File: src/rtl/fetch_stage_controller.sv
// -----------------------------------------------------------------------------
// fetch_stage_controller
//
// Instruction-fetch front end. Owns the fetch PC, the instruction-memory
// request handshake, a one-entry hold buffer and the IF/ID pipeline register.
// Load-use stalls (pc_write_i / if_id_write_i) and EX-stage branch redirects
// are turned into IF/ID contents: a held instruction, a bubble, or a new one.
//
// state    | meaning
// ---------+-------------------------------------------------------------------
// FETCH    | request outstanding at pc; data goes to IF/ID or the hold buffer
// HOLD     | one instruction buffered while IF/ID is stalled; no request
// DISCARD  | abandoned request still outstanding at the old address; data dropped
//
// Ports
//   clk_i            rising-edge clock
//   reset_i          synchronous active-high reset
//   pc_write_i       1 = PC may advance
//   if_id_write_i    1 = IF/ID may load
//   branch_taken_i   redirect from EX, flushes fetch
//   branch_target_i  redirect address
//   imem_req_o       instruction-memory request
//   imem_addr_o      request address, stable until the transfer
//   imem_ready_i     memory accepts request / returns data this cycle
//   imem_rdata_i     instruction data, valid on imem_req_o & imem_ready_i
//   pc_o             current fetch PC
//   if_id_pc_o       PC of the instruction in IF/ID
//   if_id_instr_o    instruction in IF/ID
//   if_id_valid_o    1 = real instruction, 0 = bubble
// -----------------------------------------------------------------------------
module fetch_stage_controller #(
  parameter int unsigned           ADDR_WIDTH  = 32,
  parameter int unsigned           INSTR_WIDTH = 32,
  parameter logic [ADDR_WIDTH-1:0] RESET_PC    = '0,
  parameter int unsigned           PC_STEP     = 4
) (
  input  logic                   clk_i,
  input  logic                   reset_i,
  input  logic                   pc_write_i,
  input  logic                   if_id_write_i,
  input  logic                   branch_taken_i,
  input  logic [ADDR_WIDTH-1:0]  branch_target_i,
  output logic                   imem_req_o,
  output logic [ADDR_WIDTH-1:0]  imem_addr_o,
  input  logic                   imem_ready_i,
  input  logic [INSTR_WIDTH-1:0] imem_rdata_i,
  output logic [ADDR_WIDTH-1:0]  pc_o,
  output logic [ADDR_WIDTH-1:0]  if_id_pc_o,
  output logic [INSTR_WIDTH-1:0] if_id_instr_o,
  output logic                   if_id_valid_o
);

  localparam logic [ADDR_WIDTH-1:0] PC_INC = ADDR_WIDTH'(PC_STEP);

  typedef enum logic [1:0] {
    ST_FETCH   = 2'd0,
    ST_HOLD    = 2'd1,
    ST_DISCARD = 2'd2
  } state_e;

  state_e                 state_q, state_d;
  logic [ADDR_WIDTH-1:0]  pc_q, pc_d;
  logic [ADDR_WIDTH-1:0]  disc_addr_q, disc_addr_d;
  logic [INSTR_WIDTH-1:0] hold_instr_q, hold_instr_d;
  logic [ADDR_WIDTH-1:0]  if_id_pc_q, if_id_pc_d;
  logic [INSTR_WIDTH-1:0] if_id_instr_q, if_id_instr_d;
  logic                   if_id_valid_q, if_id_valid_d;

  logic                   req;
  logic                   xfer;
  logic [ADDR_WIDTH-1:0]  pc_next;

  // Request is live in FETCH and DISCARD; forced low during the reset cycle.
  assign req     = !reset_i && (state_q != ST_HOLD);
  assign xfer    = req && imem_ready_i;
  assign pc_next = pc_write_i ? (pc_q + PC_INC) : pc_q;

  always_ff @(posedge clk_i) begin
    if (reset_i) begin
      state_q       <= ST_FETCH;
      pc_q          <= RESET_PC;
      disc_addr_q   <= '0;
      hold_instr_q  <= '0;
      if_id_pc_q    <= '0;
      if_id_instr_q <= '0;
      if_id_valid_q <= 1'b0;
    end else begin
      state_q       <= state_d;
      pc_q          <= pc_d;
      disc_addr_q   <= disc_addr_d;
      hold_instr_q  <= hold_instr_d;
      if_id_pc_q    <= if_id_pc_d;
      if_id_instr_q <= if_id_instr_d;
      if_id_valid_q <= if_id_valid_d;
    end
  end

  always_comb begin
    state_d       = state_q;
    pc_d          = pc_q;
    disc_addr_d   = disc_addr_q;
    hold_instr_d  = hold_instr_q;
    if_id_pc_d    = if_id_pc_q;
    if_id_instr_d = if_id_instr_q;
    if_id_valid_d = if_id_valid_q;

    if (branch_taken_i) begin
      // Flush wins over any IF/ID stall.
      if_id_valid_d = 1'b0;
      hold_instr_d  = '0;
      pc_d          = branch_target_i;
      if (req && !imem_ready_i) begin
        state_d = ST_DISCARD;
        // A second redirect while discarding must not disturb the address
        // still presented to memory.
        if (state_q == ST_FETCH) begin
          disc_addr_d = pc_q;
        end
      end else begin
        state_d = ST_FETCH;
      end
    end else begin
      case (state_q)
        ST_FETCH: begin
          if (xfer) begin
            if (if_id_write_i) begin
              if_id_pc_d    = pc_q;
              if_id_instr_d = imem_rdata_i;
              if_id_valid_d = 1'b1;
              pc_d          = pc_next;
            end else begin
              hold_instr_d = imem_rdata_i;
              state_d      = ST_HOLD;
            end
          end else if (if_id_write_i) begin
            if_id_valid_d = 1'b0;
          end
        end
        ST_HOLD: begin
          // The buffered word was fetched from pc_q, which has not moved.
          if (if_id_write_i) begin
            if_id_pc_d    = pc_q;
            if_id_instr_d = hold_instr_q;
            if_id_valid_d = 1'b1;
            pc_d          = pc_next;
            state_d       = ST_FETCH;
          end
        end
        ST_DISCARD: begin
          if (imem_ready_i) begin
            state_d = ST_FETCH;
          end
        end
        default: begin
          state_d = ST_FETCH;
        end
      endcase
    end
  end

  assign imem_req_o    = req;
  assign imem_addr_o   = (state_q == ST_DISCARD) ? disc_addr_q : pc_q;
  assign pc_o          = pc_q;
  assign if_id_pc_o    = if_id_pc_q;
  assign if_id_instr_o = if_id_instr_q;
  assign if_id_valid_o = if_id_valid_q;

endmodule

File: config.mk
export PLATFORM = sky130hd
export DESIGN_NAME = fetch_stage_controller
export DESIGN_NICKNAME = d
export VERILOG_FILES = /design/src/rtl/fetch_stage_controller.sv
export SDC_FILE = /design/constraint.sdc
export NUM_CORES = 1
export LEC_CHECK = 0
export BUFFER_PORTS_ARGS = -buffer_cell sky130_fd_sc_hd__buf_2
export CAP_MARGIN = 20
export CORE_MARGIN = 2
export CORE_UTILIZATION = 54
export CTS_BUF_LIST = sky130_fd_sc_hd__clkbuf_8
export DETAILED_ROUTE_END_ITERATION = 7
export PLACE_DENSITY = 0.82
export SKIP_CTS_REPAIR_TIMING = 1
export SYNTH_ARGS = -nofsm -noshare
export SYNTH_HDL_FRONTEND = slang
export SYNTH_SLANG_ARGS = --single-unit
File: constraint.sdc
create_clock -name clk_i -period 2.76 [get_ports clk_i]
set_input_delay 0.276 -clock clk_i [delete_from_list [all_inputs] [get_ports clk_i]]
set_output_delay 0.276 -clock clk_i [all_outputs]
set_load 0.02 [all_outputs]
Yosys cells after proc, flatten, opt, wreduce, memory -nomap -nowiden
Cells that the tools add are included.

Register bits: 163. Input bits: 70. Output and inout port bits: 130. Logic and storage cells: 61.

$add $sub $neg: 1. Equal/unequal tests: 11. Mux-type cells: 24. Bitwise operators: 2. Reductions and logical operators: 16.

Operators by type and width (number): 2-to-1 mux 32 bit (10); one-hot mux 32 bit (2 select lines) (3); adder 32 x 3 -> 32 bit (second input constant) (1); != test 3 bit (second input constant) (5); 2-to-1 mux 2 bit (6); AND reduction 3 bit (3); != test 2 bit (second input constant) (3); one-hot mux 2 bit (3 select lines) (1); AND reduction 5 bit (1); AND reduction 2 bit (2); AND reduction 4 bit (1); logical AND 1 bit (3); 2-to-1 mux 1 bit (3); nonzero test 3 bit (1); equality test 2 x 1 -> 1 bit (second input constant) (1); equality test 2 bit (second input constant) (1); zero test 1 bit (2); zero test 2 bit (1); != test 2 x 1 -> 1 bit (second input constant) (1); inverter 1 bit (2); one-hot mux 1 bit (2 select lines) (1); nonzero test 2 bit (1); OR reduction 2 bit (1).

Depth between registers and ports, before layout
Gate-level depths: netlist (run 1).

Word-level depth: 6. Mapped depth: 8. Gate-level depth less buffers: 5.

Least setup slack after synthesis (run 1)
Ideal clock, no wire load.

Path type: reg-to-reg. From: register pc_q[11] (netlist: pc_o[11]). To: register pc_q[28] (netlist: pc_o[28]). Library setup time: 127 ps. Arrival time: 1947 ps. Data required time: 2633 ps. Slack: 686 ps. Cell stages (with the launch flop): 6. Buffers on the path: 1. Clock period less this slack: 2074 ps. Cells stage by stage: dfxtp_1 nand4_4 or4_1 buf_2 o211a_1 or3_1.

Word-level cells in the longest chain between the ends: 6.

RTL lines: start: declaration (line 62) `logic [ADDR_WIDTH-1:0] pc_q, pc_d;`; start signal: assignment (line 89) `pc_q <= pc_d;`; adder 32 x 3 -> 32 bit * (line 76) `assign pc_next = pc_write_i ? (pc_q + PC_INC) : pc_q;`; 2-to-1 mux 32 bit * (line 76); 2-to-1 mux 32 bit * (line 126, 141); 2-to-1 mux 32 bit (line 125) `if (xfer) begin`; one-hot mux 32 bit (2 select lines) * (line 123) `case (state_q)`; 2-to-1 mux 32 bit * (line 107) `if (branch_taken_i) begin`.

Mark *: on every way between the ends. The rest lies on a longest branch, timed or not. The select of a mux whose other input is x is not followed. A chain may end at the register's enable or synchronous reset.

Final worst setup path (run 1)
From: register state_q[1]. To: output port imem_addr_o[27].

Word-level cells in the longest chain between the ends: 2.

RTL lines: start: declaration (line 61) `state_e state_q, state_d;`; start signal: assignment (line 88) `state_q <= state_d;`; equality test 2 bit (line 162) `assign imem_addr_o = (state_q == ST_DISCARD) ? disc_addr_q : pc_q;`; 2-to-1 mux 32 bit (line 162); end: declaration (line 44) `output logic [ADDR_WIDTH-1:0] imem_addr_o,`.

Every way passes these cells.

==> report_table.html, run 1 <==
<table>
<tr><th>Metric</th><th>Value</th></tr>
<tr><th colspan="2">Synthesis</th></tr>
<tr><td>Flip-flop and latch count after synthesis</td><td>163</td></tr>
<tr><td>Fraction of registers with async set/reset</td><td>0%</td></tr>
<tr><td>Syn Nets</td><td>938</td></tr>
<tr><td>XOR/XNOR Fraction of Synth Area</td><td>0.609%</td></tr>
<tr><td>Number of distinct library cell variants in the gate-level netlist after synthesis</td><td>53</td></tr>
<tr><td>Compound-cell area share of the yosys netlist</td><td>17.7%</td></tr>
<tr><td>Dominant register cell in the synthesized netlist</td><td>dfxtp_1</td></tr>
<tr><td>Combinational family with the most area after synthesis</td><td>simple AND/OR/NAND/NOR gates</td></tr>
<tr><td>Proportion of synthesized area in mux cells</td><td>9.73%</td></tr>
<tr><td>Netlist area before placement</td><td>7190 sq um</td></tr>
<tr><td>Largest area contributor in the netlist</td><td>dfxtp_1</td></tr>
<tr><td>Dominant cells by area after synthesis</td><td>dfxtp_1, nand2_1, a21oi_1</td></tr>
<tr><td>Simple-gate area share of the yosys netlist</td><td>20.7%</td></tr>
<tr><td>Yosys warnings</td><td>0</td></tr>
<tr><td>Proportion of netlist area held by the largest area contributor</td><td>45.4%</td></tr>
<tr><td>Post-Syn Area per Cell</td><td>8.30 sq um</td></tr>
<tr><td>Post-synthesis share of cell area spent on full adders, half adders and majority gates</td><td>0.174%</td></tr>
<tr><td>Count of flip-flops with a built-in enable after synthesis</td><td>0</td></tr>
<tr><td>Sequential share of the synthesized area</td><td>45.4%</td></tr>
<tr><td>Number of cells produced by synthesis</td><td>867</td></tr>
<tr><th colspan="2">Clock network</th></tr>
<tr><td>Post-CTS clock slew at the launch and capture registers of the worst setup and hold paths</td><td>0.09 ns</td></tr>
<tr><td>Clk Tree Root Cell</td><td>clkbuf_8</td></tr>
<tr><td>Clk_lat worst skew</td><td>0.45 ns</td></tr>
<tr><td>H-tree Lvls</td><td>4</td></tr>
<tr><td>Number of clock sinks</td><td>163</td></tr>
<tr><td>Clk buf depth</td><td>2</td></tr>
<tr><td>TritonCTS clock tree</td><td>done</td></tr>
<tr><td>Number of buffers added by the clock tree synthesis step</td><td>17</td></tr>
<tr><th colspan="2">Timing</th></tr>
<tr><td>Headroom to the max-slew limit</td><td>56.2%</td></tr>
<tr><td>Worst hold slack across all endpoints</td><td>0.0631 ns</td></tr>
<tr><td>Portion of the clock cycle consumed by the worst path in the final layout</td><td>91.5%</td></tr>
<tr><td>Number of slew-limit violations in the final report</td><td>0</td></tr>
<tr><td>Unrepaired setup endpoints after global routing</td><td>false</td></tr>
<tr><td>Fmax</td><td>396 MHz</td></tr>
<tr><td>Final Setup Violations</td><td>0</td></tr>
<tr><td>Final hold vios</td><td>0</td></tr>
<tr><td>Setup_tns</td><td>0 ns</td></tr>
<tr><td>Setup skew after layout</td><td>0.00652 ns</td></tr>
<tr><td>Worst setup slack after layout</td><td>0.236 ns</td></tr>
<tr><td>Post-route minimum period</td><td>2.52 ns</td></tr>
<tr><td>Slew of the pin with the lowest slew margin</td><td>0.655 ns</td></tr>
<tr><th colspan="2">Die</th></tr>
<tr><td>Die Footprint</td><td>14300 sq um</td></tr>
<tr><td>DIE WIDTH</td><td>119 microns</td></tr>
<tr><td>Chip Height</td><td>119 microns</td></tr>
<tr><td>Top-level I/O count</td><td>200</td></tr>
<tr><td>Initial Util</td><td>54.7%</td></tr>
<tr><td>Floorplan core area</td><td>13100 sq um</td></tr>
<tr><td>Standard-cell row count</td><td>42</td></tr>
<tr><th colspan="2">GRT</th></tr>
<tr><td>Global-route wire length before repair</td><td>30100 microns</td></tr>
<tr><td>Total congestion overflow</td><td>0</td></tr>
<tr><td>Total global routing track utilization</td><td>25.9%</td></tr>
<tr><td>Pin count of the biggest net entering global routing</td><td>59</td></tr>
<tr><td>Via count of the first global-routing pass</td><td>6184</td></tr>
<tr><td>Number of antenna violations at the first check in global routing</td><td>1</td></tr>
<tr><th colspan="2">Drt</th></tr>
<tr><td>DRC violation count after routing</td><td>0</td></tr>
<tr><td>Top Metal Used</td><td>met4</td></tr>
<tr><td>Antenna Nets Post-Route</td><td>0</td></tr>
<tr><td>Detail Route met2 WL</td><td>8780 microns</td></tr>
<tr><td>Average detailed-routed wire length per instance</td><td>15.2 microns</td></tr>
<tr><td>Wirelength, routed</td><td>18500 microns</td></tr>
<tr><td>Routed length on met1</td><td>8170 microns</td></tr>
<tr><td>Initial DRT Pass Iterations</td><td>5</td></tr>
<tr><td>Routed length on met3</td><td>1330 microns</td></tr>
<tr><td>Initial drt markers</td><td>458</td></tr>
<tr><td>Vias after detailed routing</td><td>6708</td></tr>
<tr><td>Number of vias per cell after detailed routing</td><td>5.51</td></tr>
<tr><th colspan="2">Job</th></tr>
<tr><td>Max cap viols</td><td>0</td></tr>
<tr><th colspan="2">Power and ir drop</th></tr>
<tr><td>Switching share of power</td><td>25.3%</td></tr>
<tr><td>Leakage</td><td>3.72 nW</td></tr>
<tr><td>Clock share of power</td><td>41.0%</td></tr>
<tr><td>Proportion of power drawn by flip-flops and latches</td><td>47.5%</td></tr>
<tr><td>Int Pwr</td><td>3.96 mW</td></tr>
<tr><td>Power density cells</td><td>603 nW/um^2</td></tr>
<tr><td>Combinational Power Share</td><td>11.5%</td></tr>
<tr><td>Net switching power figure</td><td>1.34 mW</td></tr>
<tr><td>Max IR drop VDD</td><td>0.346 mV</td></tr>
<tr><th colspan="2">Worst setup path</th></tr>
<tr><td>Arrival time worst endpoint</td><td>2.25 ns</td></tr>
<tr><td>Max Fanout on Critical Path</td><td>24</td></tr>
<tr><td>Critical Path Source Type</td><td>register</td></tr>
<tr><td>Worst setup EP type</td><td>primary output</td></tr>
<tr><td>Reg-to-reg setup timing slack</td><td>0.60 ns</td></tr>
<tr><td>Critical setup path kind</td><td>register to primary output</td></tr>
<tr><td>Required @ worst endpoint</td><td>2.48 ns</td></tr>
<tr><th colspan="2">Final layout</th></tr>
<tr><td>Fraction of final layout cells with drive strength greater than 1</td><td>28.2%</td></tr>
<tr><td>Area growth, synth to finish</td><td>22.3%</td></tr>
<tr><td>Final #Nets</td><td>1099</td></tr>
<tr><td>Post-Route Utilization</td><td>66.9%</td></tr>
<tr><th colspan="2">Placement</th></tr>
<tr><td>Detailed-placement wirelength estimate</td><td>12300 microns</td></tr>
<tr><td>Placer's final routability congestion estimate</td><td>0.829</td></tr>
<tr><td>Post-place setup slack</td><td>0.599 ns</td></tr>
<tr><td>PortBufs</td><td>199</td></tr>
<tr><th colspan="2">Outcome</th></tr>
<tr><td>Run status</td><td>finished, final reports clean</td></tr>
<tr><th colspan="2">Hold path</th></tr>
<tr><td>Worst Hold Class</td><td>input port to register</td></tr>
</table>
## Yosys cell counts (4+ instances only)
cell      count
nor2_1       66
buf_4         4
or4_1         7
xor2_1        5
nand3_1       7
a311oi_1     12
buf_2         7
buf_1         7
a211oi_1     44
o31ai_1       6
inv_1        11
buf_6         6
nand4_1       4
mux2_2       31
or3_1        10
nor3_1        4
clkbuf_1     50
mux2i_1      35
nand2_1     212
dfxtp_1     163
o21ai_0      13
a21oi_1     102
nor4_1       11
## power groups by stage
stage / registers [mW] / clock network [mW] / logic, mW
floorplan: 2.60 / 0 / 0.348
global placement: 2.57 / 0 / 0.601
detailed placement: 2.57 / 0 / 0.608
CTS: 2.52 / 2.22 / 0.611
global route: 2.53 / 2.32 / 0.661
finish: 2.52 / 2.18 / 0.609
## layer usage
layer | global-route usage [%] | vias to the layer above
met5 | 0 | -
met2 | 41.5 | 216
met3 | 7.14 | 16
met4 | 7.79 | 0
li1 | - | 3340
met1 | 34.1 | 3136
## metrics by stage
step,power [mW],instance area (sq um),instances
2_1_floorplan,2.95,7190,867
3_3_place_gp,3.17,8280,1185
3_5_place_dp,3.18,8280,1185
4_1_cts,5.35,8790,1217
5_1_grt,5.51,8790,1217
6_report,5.31,8790,1218
## cell families (layout without fill, tap and decap cells)
logic type,after synthesis,in the layout
other,0,1
buffers and inverters,88,262
and+or+nand+nor,343,343
adders and majority gates,1,1
muxes,66,66
DFF,163,163
AOI/OAI and AO/OA,201,201
xor gates and xnor gates,5,5
## critical path, stage by stage, from the launching register on
cell     delay (ns)
dfxtp_1        0.48
inv_1          0.20
nor2_4         0.35
buf_12         0.23
mux2_2         0.36
buf_2          0.16
## state kept, by name, indices dropped and copies added (netlist names)
register / count
pc_o: 32
hold_instr_q: 32
disc_addr_q: 32
if_id_pc_o: 32
if_id_valid_o: 1
state_q: 2
if_id_instr_o: 32
## cell type report
type | count | area, sq um
Tap cell | 176 | 220
Fill cell | 1121 | 4350
Timing Repair Buffer | 219 | 1200
Inverter | 11 | 41.3
Sequential cell | 163 | 3260
Clock inverter | 13 | 253
Multi-Input combinational cell | 616 | 3550
Antenna cell | 1 | 2.50
Clock buffer | 19 | 262
## final timing paths
path / cells past startpoint / end / from
max: 5 / imem_addr_o[27] / state_q[1]
min: 3 / hold_instr_q[20] / imem_rdata_i[20]
max reg2reg: 6 / pc_o[22] / pc_o[2]
min reg2reg: 2 / if_id_pc_o[4] / if_id_pc_o[4]
## cell usage in the layout, fill, tap and decap left out, types with 2 or more instances in the layout
master	n
a2111oi_0	3
nand4_1	4
o31ai_1	6
a21oi_1	102
bufinv_16	7
clkinv_2	2
or4_1	7
and4_1	3
or2_2	2
o21ai_0	13
mux2_2	31
o211ai_1	2
nor4_2	2
buf_2	198
o41a_1	2
nor2b_1	3
nand2b_1	3
or3_1	10
nor3_1	4
nor2_1	65
inv_1	11
dfxtp_1	163
o21bai_1	3
buf_12	4
o2111ai_1	3
nand2_1	211
clkinvlp_4	2
a221o_1	3
a31oi_1	2
nor4_1	9
clkbuf_8	19
buf_4	17
a211oi_1	43
a311oi_1	12
mux2i_1	35
or2_1	2
and2_1	2
xor2_1	5
nand3_1	7
Power figures use the tool's default switching activity.
==> run 2, diff against run 1 <==
--- a/config.mk
+++ b/config.mk
@@ -10,7 +10,9 @@
 export CORE_MARGIN = 2
 export CORE_UTILIZATION = 54
 export CTS_BUF_LIST = sky130_fd_sc_hd__clkbuf_8
+export CTS_CLUSTER_DIAMETER = 120
 export DETAILED_ROUTE_END_ITERATION = 7
+export HOLD_SLACK_MARGIN = 0.08
 export PLACE_DENSITY = 0.82
 export SKIP_CTS_REPAIR_TIMING = 1
 export SYNTH_ARGS = -nofsm -noshare
==> report_table.html, run 2 (synthesis gave the netlist of run 1 again) <==
<table>
<tr><th>Metric</th><th>Value</th></tr>
<tr><th colspan="2">Final layout</th></tr>
<tr><td>Final std cell area, no fill</td><td>9120 sq um (was 8790 sq um)</td></tr>
<tr><td>Final #Nets</td><td>1132 (was 1099)</td></tr>
<tr><td>Fraction of final layout cells with drive strength greater than 1</td><td>27.4% (was 28.2%)</td></tr>
<tr><td>Most common cell after layout, fill and taps aside</td><td>nand2_1 (unchanged)</td></tr>
<tr><td>Most frequent cells in the layout</td><td>nand2_1, buf_2, dfxtp_1, a21oi_1, nor2_1 (unchanged)</td></tr>
<tr><td>Area growth, synth to finish</td><td>26.8% (was 22.3%)</td></tr>
<tr><td>Post-Route Utilization</td><td>69.4% (was 66.9%)</td></tr>
<tr><th colspan="2">Worst setup path</th></tr>
<tr><td>Reg-to-reg setup timing slack</td><td>0.60 ns (about the same)</td></tr>
<tr><td>Worst setup EP type</td><td>primary output (unchanged)</td></tr>
<tr><td>Reg2Reg Capture Point</td><td>pc_o[26] (was pc_o[22])</td></tr>
<tr><td>Register-to-Register Path Depth</td><td>6 (unchanged)</td></tr>
<tr><td>Required @ worst endpoint</td><td>2.48 ns (about the same)</td></tr>
<tr><td>Critical Path Source Type</td><td>register (unchanged)</td></tr>
<tr><td>Critical setup path kind</td><td>register to primary output (unchanged)</td></tr>
<tr><td>Arrival time worst endpoint</td><td>2.25 ns (about the same)</td></tr>
<tr><td>Max Fanout on Critical Path</td><td>24 (unchanged)</td></tr>
<tr><td>Startpoint of the worst-slack reg-to-reg timing path</td><td>pc_o[2] (unchanged)</td></tr>
<tr><th colspan="2">Clock network</th></tr>
<tr><td>Number of clock sinks</td><td>163 (unchanged)</td></tr>
<tr><td>Post-CTS clock slew at the launch and capture registers of the worst setup and hold paths</td><td>0.09 ns (about the same)</td></tr>
<tr><td>H-tree Lvls</td><td>4 (unchanged)</td></tr>
<tr><td>TritonCTS clock tree</td><td>done (unchanged)</td></tr>
<tr><td>Clk_lat worst skew</td><td>0.45 ns (about the same)</td></tr>
<tr><td>Number of buffers added by the clock tree synthesis step</td><td>17 (unchanged)</td></tr>
<tr><td>Clk buf depth</td><td>2 (unchanged)</td></tr>
<tr><td>Clk Tree Root Cell</td><td>clkbuf_8 (unchanged)</td></tr>
<tr><th colspan="2">Drt</th></tr>
<tr><td>Wirelength, routed</td><td>19400 microns (was 18500 microns)</td></tr>
<tr><td>Number of vias per cell after detailed routing</td><td>5.48 (was 5.51)</td></tr>
<tr><td>Antenna Nets Post-Route</td><td>0 (unchanged)</td></tr>
<tr><td>Initial DRT Pass Iterations</td><td>5 (unchanged)</td></tr>
<tr><td>Average detailed-routed wire length per instance</td><td>15.5 microns (was 15.2 microns)</td></tr>
<tr><td>Vias after detailed routing</td><td>6861 (was 6708)</td></tr>
<tr><td>DRC violation count after routing</td><td>0 (unchanged)</td></tr>
<tr><td>Initial drt markers</td><td>462 (was 458)</td></tr>
<tr><th colspan="2">GRT</th></tr>
<tr><td>Via count of the first global-routing pass</td><td>6184 (unchanged)</td></tr>
<tr><td>Total congestion overflow</td><td>0 (unchanged)</td></tr>
<tr><td>Global-route wire length before repair</td><td>30100 microns (unchanged)</td></tr>
<tr><td>Pin count of the biggest net entering global routing</td><td>59 (unchanged)</td></tr>
<tr><td>Number of antenna violations at the first check in global routing</td><td>1 (unchanged)</td></tr>
<tr><td>Total global routing track utilization</td><td>25.9% (unchanged)</td></tr>
<tr><th colspan="2">Timing</th></tr>
<tr><td>Final Setup Violations</td><td>0 (unchanged)</td></tr>
<tr><td>Fmax</td><td>395 MHz (was 396 MHz)</td></tr>
<tr><td>Final hold vios</td><td>0 (unchanged)</td></tr>
<tr><td>Setup_tns</td><td>0 ns (unchanged)</td></tr>
<tr><td>Setup skew after layout</td><td>0.00974 ns (was 0.00652 ns)</td></tr>
<tr><td>Portion of the clock cycle consumed by the worst path in the final layout</td><td>91.7% (was 91.5%)</td></tr>
<tr><td>Unrepaired setup endpoints after global routing</td><td>false (unchanged)</td></tr>
<tr><td>Number of slew-limit violations in the final report</td><td>0 (unchanged)</td></tr>
<tr><td>Post-route minimum period</td><td>2.53 ns (was 2.52 ns)</td></tr>
<tr><td>Worst setup slack after layout</td><td>0.229 ns (was 0.236 ns)</td></tr>
<tr><td>Slew of the pin with the lowest slew margin</td><td>0.658 ns (was 0.655 ns)</td></tr>
<tr><td>Headroom to the max-slew limit</td><td>56.0% (was 56.2%)</td></tr>
<tr><th colspan="2">Power and ir drop</th></tr>
<tr><td>Power density cells</td><td>586 nW/um^2 (was 603 nW/um^2)</td></tr>
<tr><td>Max IR drop VDD</td><td>0.359 mV (was 0.346 mV)</td></tr>
<tr><td>Leakage</td><td>3.85 nW (was 3.72 nW)</td></tr>
<tr><th colspan="2">Placement</th></tr>
<tr><td>Post-place setup slack</td><td>0.599 ns (unchanged)</td></tr>
<tr><td>PortBufs</td><td>199 (unchanged)</td></tr>
<tr><td>Placer's final routability congestion estimate</td><td>0.829 (unchanged)</td></tr>
<tr><td>Instance area at placement</td><td>8280 sq um (unchanged)</td></tr>
<tr><td>Detailed-placement wirelength estimate</td><td>12300 microns (unchanged)</td></tr>
<tr><th colspan="2">Die</th></tr>
<tr><td>Floorplan core area</td><td>13100 sq um (unchanged)</td></tr>
<tr><td>Standard-cell row count</td><td>42 (unchanged)</td></tr>
<tr><td>DIE WIDTH</td><td>119 microns (unchanged)</td></tr>
<tr><td>Die Footprint</td><td>14300 sq um (unchanged)</td></tr>
<tr><td>Top-level I/O count</td><td>200 (unchanged)</td></tr>
<tr><td>Initial Util</td><td>54.7% (unchanged)</td></tr>
<tr><td>Chip Height</td><td>119 microns (unchanged)</td></tr>
<tr><th colspan="2">Hold path</th></tr>
<tr><td>Worst Hold Class</td><td>input port to register (unchanged)</td></tr>
<tr><td>Hold depth</td><td>3 (unchanged)</td></tr>
<tr><td>Capture endpoint of the worst hold path</td><td>hold_instr_q[7] (was hold_instr_q[20])</td></tr>
<tr><td>Worst min-delay path startpoint</td><td>imem_rdata_i[7] (was imem_rdata_i[20])</td></tr>
<tr><th colspan="2">Job</th></tr>
<tr><td>Max cap viols</td><td>0 (unchanged)</td></tr>
<tr><th colspan="2">Outcome</th></tr>
<tr><td>Run status</td><td>finished, final reports clean (unchanged)</td></tr>
</table>
==> run 2: cell count changes in the layout (fill, tap and decap cells not counted), sizes merged <==
cell         change
dlygate4sd3     +33
==> run 2: final cells by class <==
type / instances / area (sq um)
fillers: 1043 / 4020
clock inverters: 13 / 253
diodes: 1 / 2.50
repair buffers: 252 / 1530
multi-input cells: 616 / 3550
clock buffers: 19 / 262
flip-flops and latches: 163 / 3260
inverters: 11 / 41.3
well taps: 176 / 220
==> run 2: critical path, stage by stage (launching register included) <==
cell and delay [ns]:
dfxtp_1 0.48, inv_1 0.20, nor2_4 0.35, buf_12 0.23
mux2_2 0.36, buf_2 0.16
==> run 2: power by group <==
group / total (mW) / internal, mW / switching [mW]
clock network: 2.18 / 1.31 / 0.873
registers: 2.52 / 2.42 / 0.0957
logic: 0.650 / 0.263 / 0.388
==> run 2: stage by stage <==
stage               power, mW  cells  hold slack (ns)
finish                   5.35   1251           0.0861
global route             5.56   1250           0.0857
CTS                      5.35   1217           0.0301
detailed placement       3.18   1185            0.443
global placement         3.17   1185            0.439
floorplan                2.95    867            0.353
==> run 2: worst max path at each step <==
stage	from	end	slack (ns)
after floorplan	pc_o[11]	pc_o[28]	0.69
after global placement	pc_o[3]	pc_o[22]	0.68
after detailed placement	pc_o[2]	pc_o[26]	0.60
after CTS	state_q[1]	imem_addr_o[27]	0.23
after global routing	state_q[1]	imem_addr_o[28]	0.11
final	state_q[1]	imem_addr_o[23]	0.23
==> run 2: layer usage <==
layer / vias to the layer above / routed length [microns] / track usage, %
met1: 3227 / 8390 / 34.1
met5: - / 0 / 0
met4: 0 / 194 / 7.79
li1: 3401 / - / -
met3: 13 / 1280 / 7.14
met2: 220 / 9490 / 41.5
==> run 3, diff against run 2 <==
==> config.mk (replaced) <==
export PLATFORM = sky130hd
export DESIGN_NAME = fetch_stage_controller
export DESIGN_NICKNAME = d
export VERILOG_FILES = /design/src/rtl/fetch_stage_controller.sv
export SDC_FILE = /design/constraint.sdc
export NUM_CORES = 1
export LEC_CHECK = 0
export CAP_MARGIN = 20
export CELL_PAD_IN_SITES_DETAIL_PLACEMENT = 0
export CELL_PAD_IN_SITES_GLOBAL_PLACEMENT = 1
export CORE_MARGIN = 2
export CORE_UTILIZATION = 48
export CTS_BUF_LIST = sky130_fd_sc_hd__clkbuf_8
export CTS_CLUSTER_DIAMETER = 120
export DETAILED_ROUTE_END_ITERATION = 7
export DONT_BUFFER_PORTS = 1
export HOLD_SLACK_MARGIN = 0.08
export PLACE_DENSITY_LB_ADDON = 0.1
export SKIP_CTS_REPAIR_TIMING = 1
export SLEW_MARGIN = 30
export SYNTH_ARGS = -nofsm -noshare
export SYNTH_HDL_FRONTEND = slang
export SYNTH_SLANG_ARGS = --single-unit
==> report_table.html, run 3 (synthesis gave the netlist of run 1 again) <==
<table>
<tr><th>Metric</th><th>Value</th></tr>
<tr><th colspan="2">Timing</th></tr>
<tr><td>Slew of the pin with the lowest slew margin</td><td>0.837 ns (was 0.658 ns)</td></tr>
<tr><td>Final Setup Violations</td><td>0 (unchanged)</td></tr>
<tr><td>Worst setup slack after layout</td><td>0.324 ns (was 0.229 ns)</td></tr>
<tr><td>Number of slew-limit violations in the final report</td><td>0 (unchanged)</td></tr>
<tr><td>Unrepaired setup endpoints after global routing</td><td>false (unchanged)</td></tr>
<tr><td>Post-route minimum period</td><td>2.44 ns (was 2.53 ns)</td></tr>
<tr><td>Portion of the clock cycle consumed by the worst path in the final layout</td><td>88.3% (was 91.7%)</td></tr>
<tr><td>Setup_tns</td><td>0 ns (unchanged)</td></tr>
<tr><td>Fmax</td><td>411 MHz (was 395 MHz)</td></tr>
<tr><td>Headroom to the max-slew limit</td><td>44.0% (was 56.0%)</td></tr>
<tr><td>Final hold vios</td><td>0 (unchanged)</td></tr>
<tr><td>Setup skew after layout</td><td>0.0125 ns (was 0.00974 ns)</td></tr>
<tr><th colspan="2">Clock network</th></tr>
<tr><td>H-tree Lvls</td><td>4 (unchanged)</td></tr>
<tr><td>Clk_lat worst skew</td><td>0.46 ns (was 0.45 ns)</td></tr>
<tr><td>Clk buf depth</td><td>2 (unchanged)</td></tr>
<tr><td>Post-CTS clock slew at the launch and capture registers of the worst setup and hold paths</td><td>0.09 ns (about the same)</td></tr>
<tr><td>TritonCTS clock tree</td><td>done (unchanged)</td></tr>
<tr><td>Clk Tree Root Cell</td><td>clkbuf_8 (unchanged)</td></tr>
<tr><td>Number of buffers added by the clock tree synthesis step</td><td>17 (unchanged)</td></tr>
<tr><td>Number of clock sinks</td><td>163 (unchanged)</td></tr>
<tr><th colspan="2">Final layout</th></tr>
<tr><td>Post-Route Utilization</td><td>58.5% (was 69.4%)</td></tr>
<tr><td>Final #Nets</td><td>981 (was 1132)</td></tr>
<tr><td>Most common cell after layout, fill and taps aside</td><td>nand2_1 (unchanged)</td></tr>
<tr><td>Filler Cell Count</td><td>1321 (was 1043)</td></tr>
<tr><td>Area growth, synth to finish</td><td>18.6% (was 26.8%)</td></tr>
<tr><td>Final std cell area, no fill</td><td>8530 sq um (was 9120 sq um)</td></tr>
<tr><td>Most frequent cells in the layout</td><td>nand2_1, dfxtp_1, a21oi_1, dlygate4sd3_1, nor2_1 (was nand2_1, buf_2, dfxtp_1, a21oi_1, nor2_1)</td></tr>
<tr><td>Fraction of final layout cells with drive strength greater than 1</td><td>11.5% (was 27.4%)</td></tr>
<tr><td>Antenna cells</td><td>0 (was 1)</td></tr>
<tr><th colspan="2">Worst setup path</th></tr>
<tr><td>Max Fanout on Critical Path</td><td>20 (was 24)</td></tr>
<tr><td>Critical setup path kind</td><td>register to register (was register to primary output)</td></tr>
<tr><td>Chain of cells forming the critical path</td><td>and4_1 -&gt; o2111ai_2 -&gt; or4_1 -&gt; a311oi_1 (was inv_1 -&gt; nor2_4 -&gt; buf_12 -&gt; mux2_2 -&gt; buf_2)</td></tr>
<tr><td>CP delay by family, top</td><td>simple AND/OR/NAND/NOR gates (was buffers and inverters)</td></tr>
<tr><td>Largest stage delay, worst path</td><td>0.65 ns (was 0.48 ns)</td></tr>
<tr><td>Cell with the largest stage delay on the worst path</td><td>or4_1 (was dfxtp_1)</td></tr>
<tr><td>Required @ worst endpoint</td><td>3.12 ns (was 2.48 ns)</td></tr>
<tr><td>Worst setup EP type</td><td>register (was primary output)</td></tr>
<tr><td>Reg-to-reg setup timing slack</td><td>0.32 ns (was 0.60 ns)</td></tr>
<tr><td>Register-to-Register Path Depth</td><td>4 (was 6)</td></tr>
<tr><td>Worst path buffer plus inverter count</td><td>0 (was 3)</td></tr>
<tr><td>Reg2Reg Capture Point</td><td>pc_o[22] (was pc_o[26])</td></tr>
<tr><td>Arrival time worst endpoint</td><td>2.80 ns (was 2.25 ns)</td></tr>
<tr><td>Critical Path Source Type</td><td>register (unchanged)</td></tr>
<tr><td>Startpoint of the worst-slack reg-to-reg timing path</td><td>pc_o[7] (was pc_o[2])</td></tr>
<tr><td>Origin of the worst setup path</td><td>pc_o[7] (was state_q[1])</td></tr>
<tr><td>Instance count on the critical path</td><td>4 (was 5)</td></tr>
<tr><td>Worst setup endpoint</td><td>pc_o[22] (was imem_addr_o[23])</td></tr>
<tr><th colspan="2">GRT</th></tr>
<tr><td>Global-route wire length before repair</td><td>29500 microns (was 30100 microns)</td></tr>
<tr><td>Number of antenna violations at the first check in global routing</td><td>0 (was 1)</td></tr>
<tr><td>Total congestion overflow</td><td>0 (unchanged)</td></tr>
<tr><td>Pin count of the biggest net entering global routing</td><td>135 (was 59)</td></tr>
<tr><td>Total global routing track utilization</td><td>22.8% (was 25.9%)</td></tr>
<tr><td>Via count of the first global-routing pass</td><td>5822 (was 6184)</td></tr>
<tr><th colspan="2">Placement</th></tr>
<tr><td>Instance area at placement</td><td>7370 sq um (was 8280 sq um)</td></tr>
<tr><td>Detailed-placement wirelength estimate</td><td>12500 microns (was 12300 microns)</td></tr>
<tr><td>PortBufs</td><td>0 (was 199)</td></tr>
<tr><td>Placer's final routability congestion estimate</td><td>0.797 (was 0.829)</td></tr>
<tr><td>Post-place setup slack</td><td>0.386 ns (was 0.599 ns)</td></tr>
<tr><th colspan="2">Drt</th></tr>
<tr><td>Initial DRT Pass Iterations</td><td>4 (was 5)</td></tr>
<tr><td>DRC violation count after routing</td><td>0 (unchanged)</td></tr>
<tr><td>Initial drt markers</td><td>414 (was 462)</td></tr>
<tr><td>Wirelength, routed</td><td>19900 microns (was 19400 microns)</td></tr>
<tr><td>Vias after detailed routing</td><td>6290 (was 6861)</td></tr>
<tr><td>Antenna Nets Post-Route</td><td>0 (unchanged)</td></tr>
<tr><td>Average detailed-routed wire length per instance</td><td>18.0 microns (was 15.5 microns)</td></tr>
<tr><td>Number of vias per cell after detailed routing</td><td>5.68 (was 5.48)</td></tr>
<tr><th colspan="2">Hold path</th></tr>
<tr><td>Worst Hold Class</td><td>input port to register (unchanged)</td></tr>
<tr><td>Worst min-delay path startpoint</td><td>imem_rdata_i[1] (was imem_rdata_i[7])</td></tr>
<tr><th colspan="2">Outcome</th></tr>
<tr><td>Run status</td><td>finished, final reports clean (unchanged)</td></tr>
<tr><th colspan="2">Power and ir drop</th></tr>
<tr><td>Leakage</td><td>3.09 nW (was 3.85 nW)</td></tr>
<tr><td>Max IR drop VDD</td><td>0.337 mV (was 0.359 mV)</td></tr>
<tr><td>Power density cells</td><td>586 nW/um^2 (about the same)</td></tr>
<tr><th colspan="2">Die</th></tr>
<tr><td>DIE WIDTH</td><td>126 microns (was 119 microns)</td></tr>
<tr><td>Standard-cell row count</td><td>44 (was 42)</td></tr>
<tr><td>Die Footprint</td><td>16000 sq um (was 14300 sq um)</td></tr>
<tr><td>Top-level I/O count</td><td>200 (unchanged)</td></tr>
<tr><td>Floorplan core area</td><td>14600 sq um (was 13100 sq um)</td></tr>
<tr><td>Chip Height</td><td>126 microns (was 119 microns)</td></tr>
<tr><td>Initial Util</td><td>49.3% (was 54.7%)</td></tr>
<tr><th colspan="2">Job</th></tr>
<tr><td>Max cap viols</td><td>0 (unchanged)</td></tr>
</table>
## run 3: worst min-delay path by stage
| stage | end | depth (start not counted) | slack, ns |
|---|---|---|---|
| floorplan | state_q[1] | 1 | 0.35 |
| global placement | state_q[1] | 1 | 0.35 |
| detailed placement | state_q[1] | 1 | 0.36 |
| CTS | state_q[0] | 1 | -0.15 |
| global route | if_id_instr_o[0] | 2 | 0.08 |
| finish | if_id_instr_o[1] | 2 | 0.07 |
## run 3: final cells by class
type | count | area (sq um) | area share [%]
clock buffer | 21 | 289 | 3.39
clock inverter | 11 | 151 | 1.78
inverter | 11 | 41.3 | 0.484
multi-input combinational | 616 | 3550 | 41.7
sequential | 163 | 3260 | 38.3
tap | 184 | 230 | 2.70
timing repair buffer | 101 | 1000 | 11.7
## run 3: stage by stage
step                      hold WS, ns  instances  total power [mW]
after detailed placement        0.357       1005              3.04
final                          0.0673       1107              5.00
after global placement          0.354       1005              3.03
after global routing           0.0837       1107              5.19
after floorplan                 0.353        867              2.95
after CTS                      -0.149       1037              4.93
## run 3: where the power goes
group          switching (mW)  internal (mW)
clock network           0.895          0.996
logic                   0.325          0.226
registers               0.134           2.42
total                    1.35           3.64
## run 3: worst register-to-register path, stage by stage (launching register included)
cell and delay, ns:
dfxtp_1 0.56, and4_1 0.38, o2111ai_2 0.47, or4_1 0.66
a311oi_1 0.27
## run 3: routing by layer
layer,global-route usage (%),up-vias,wire length (microns)
met5,0,-,0
met4,8.60,0,208
met3,7.63,15,1380
met2,38.3,178,10000
met1,27.0,2999,8290
li1,-,3098,-
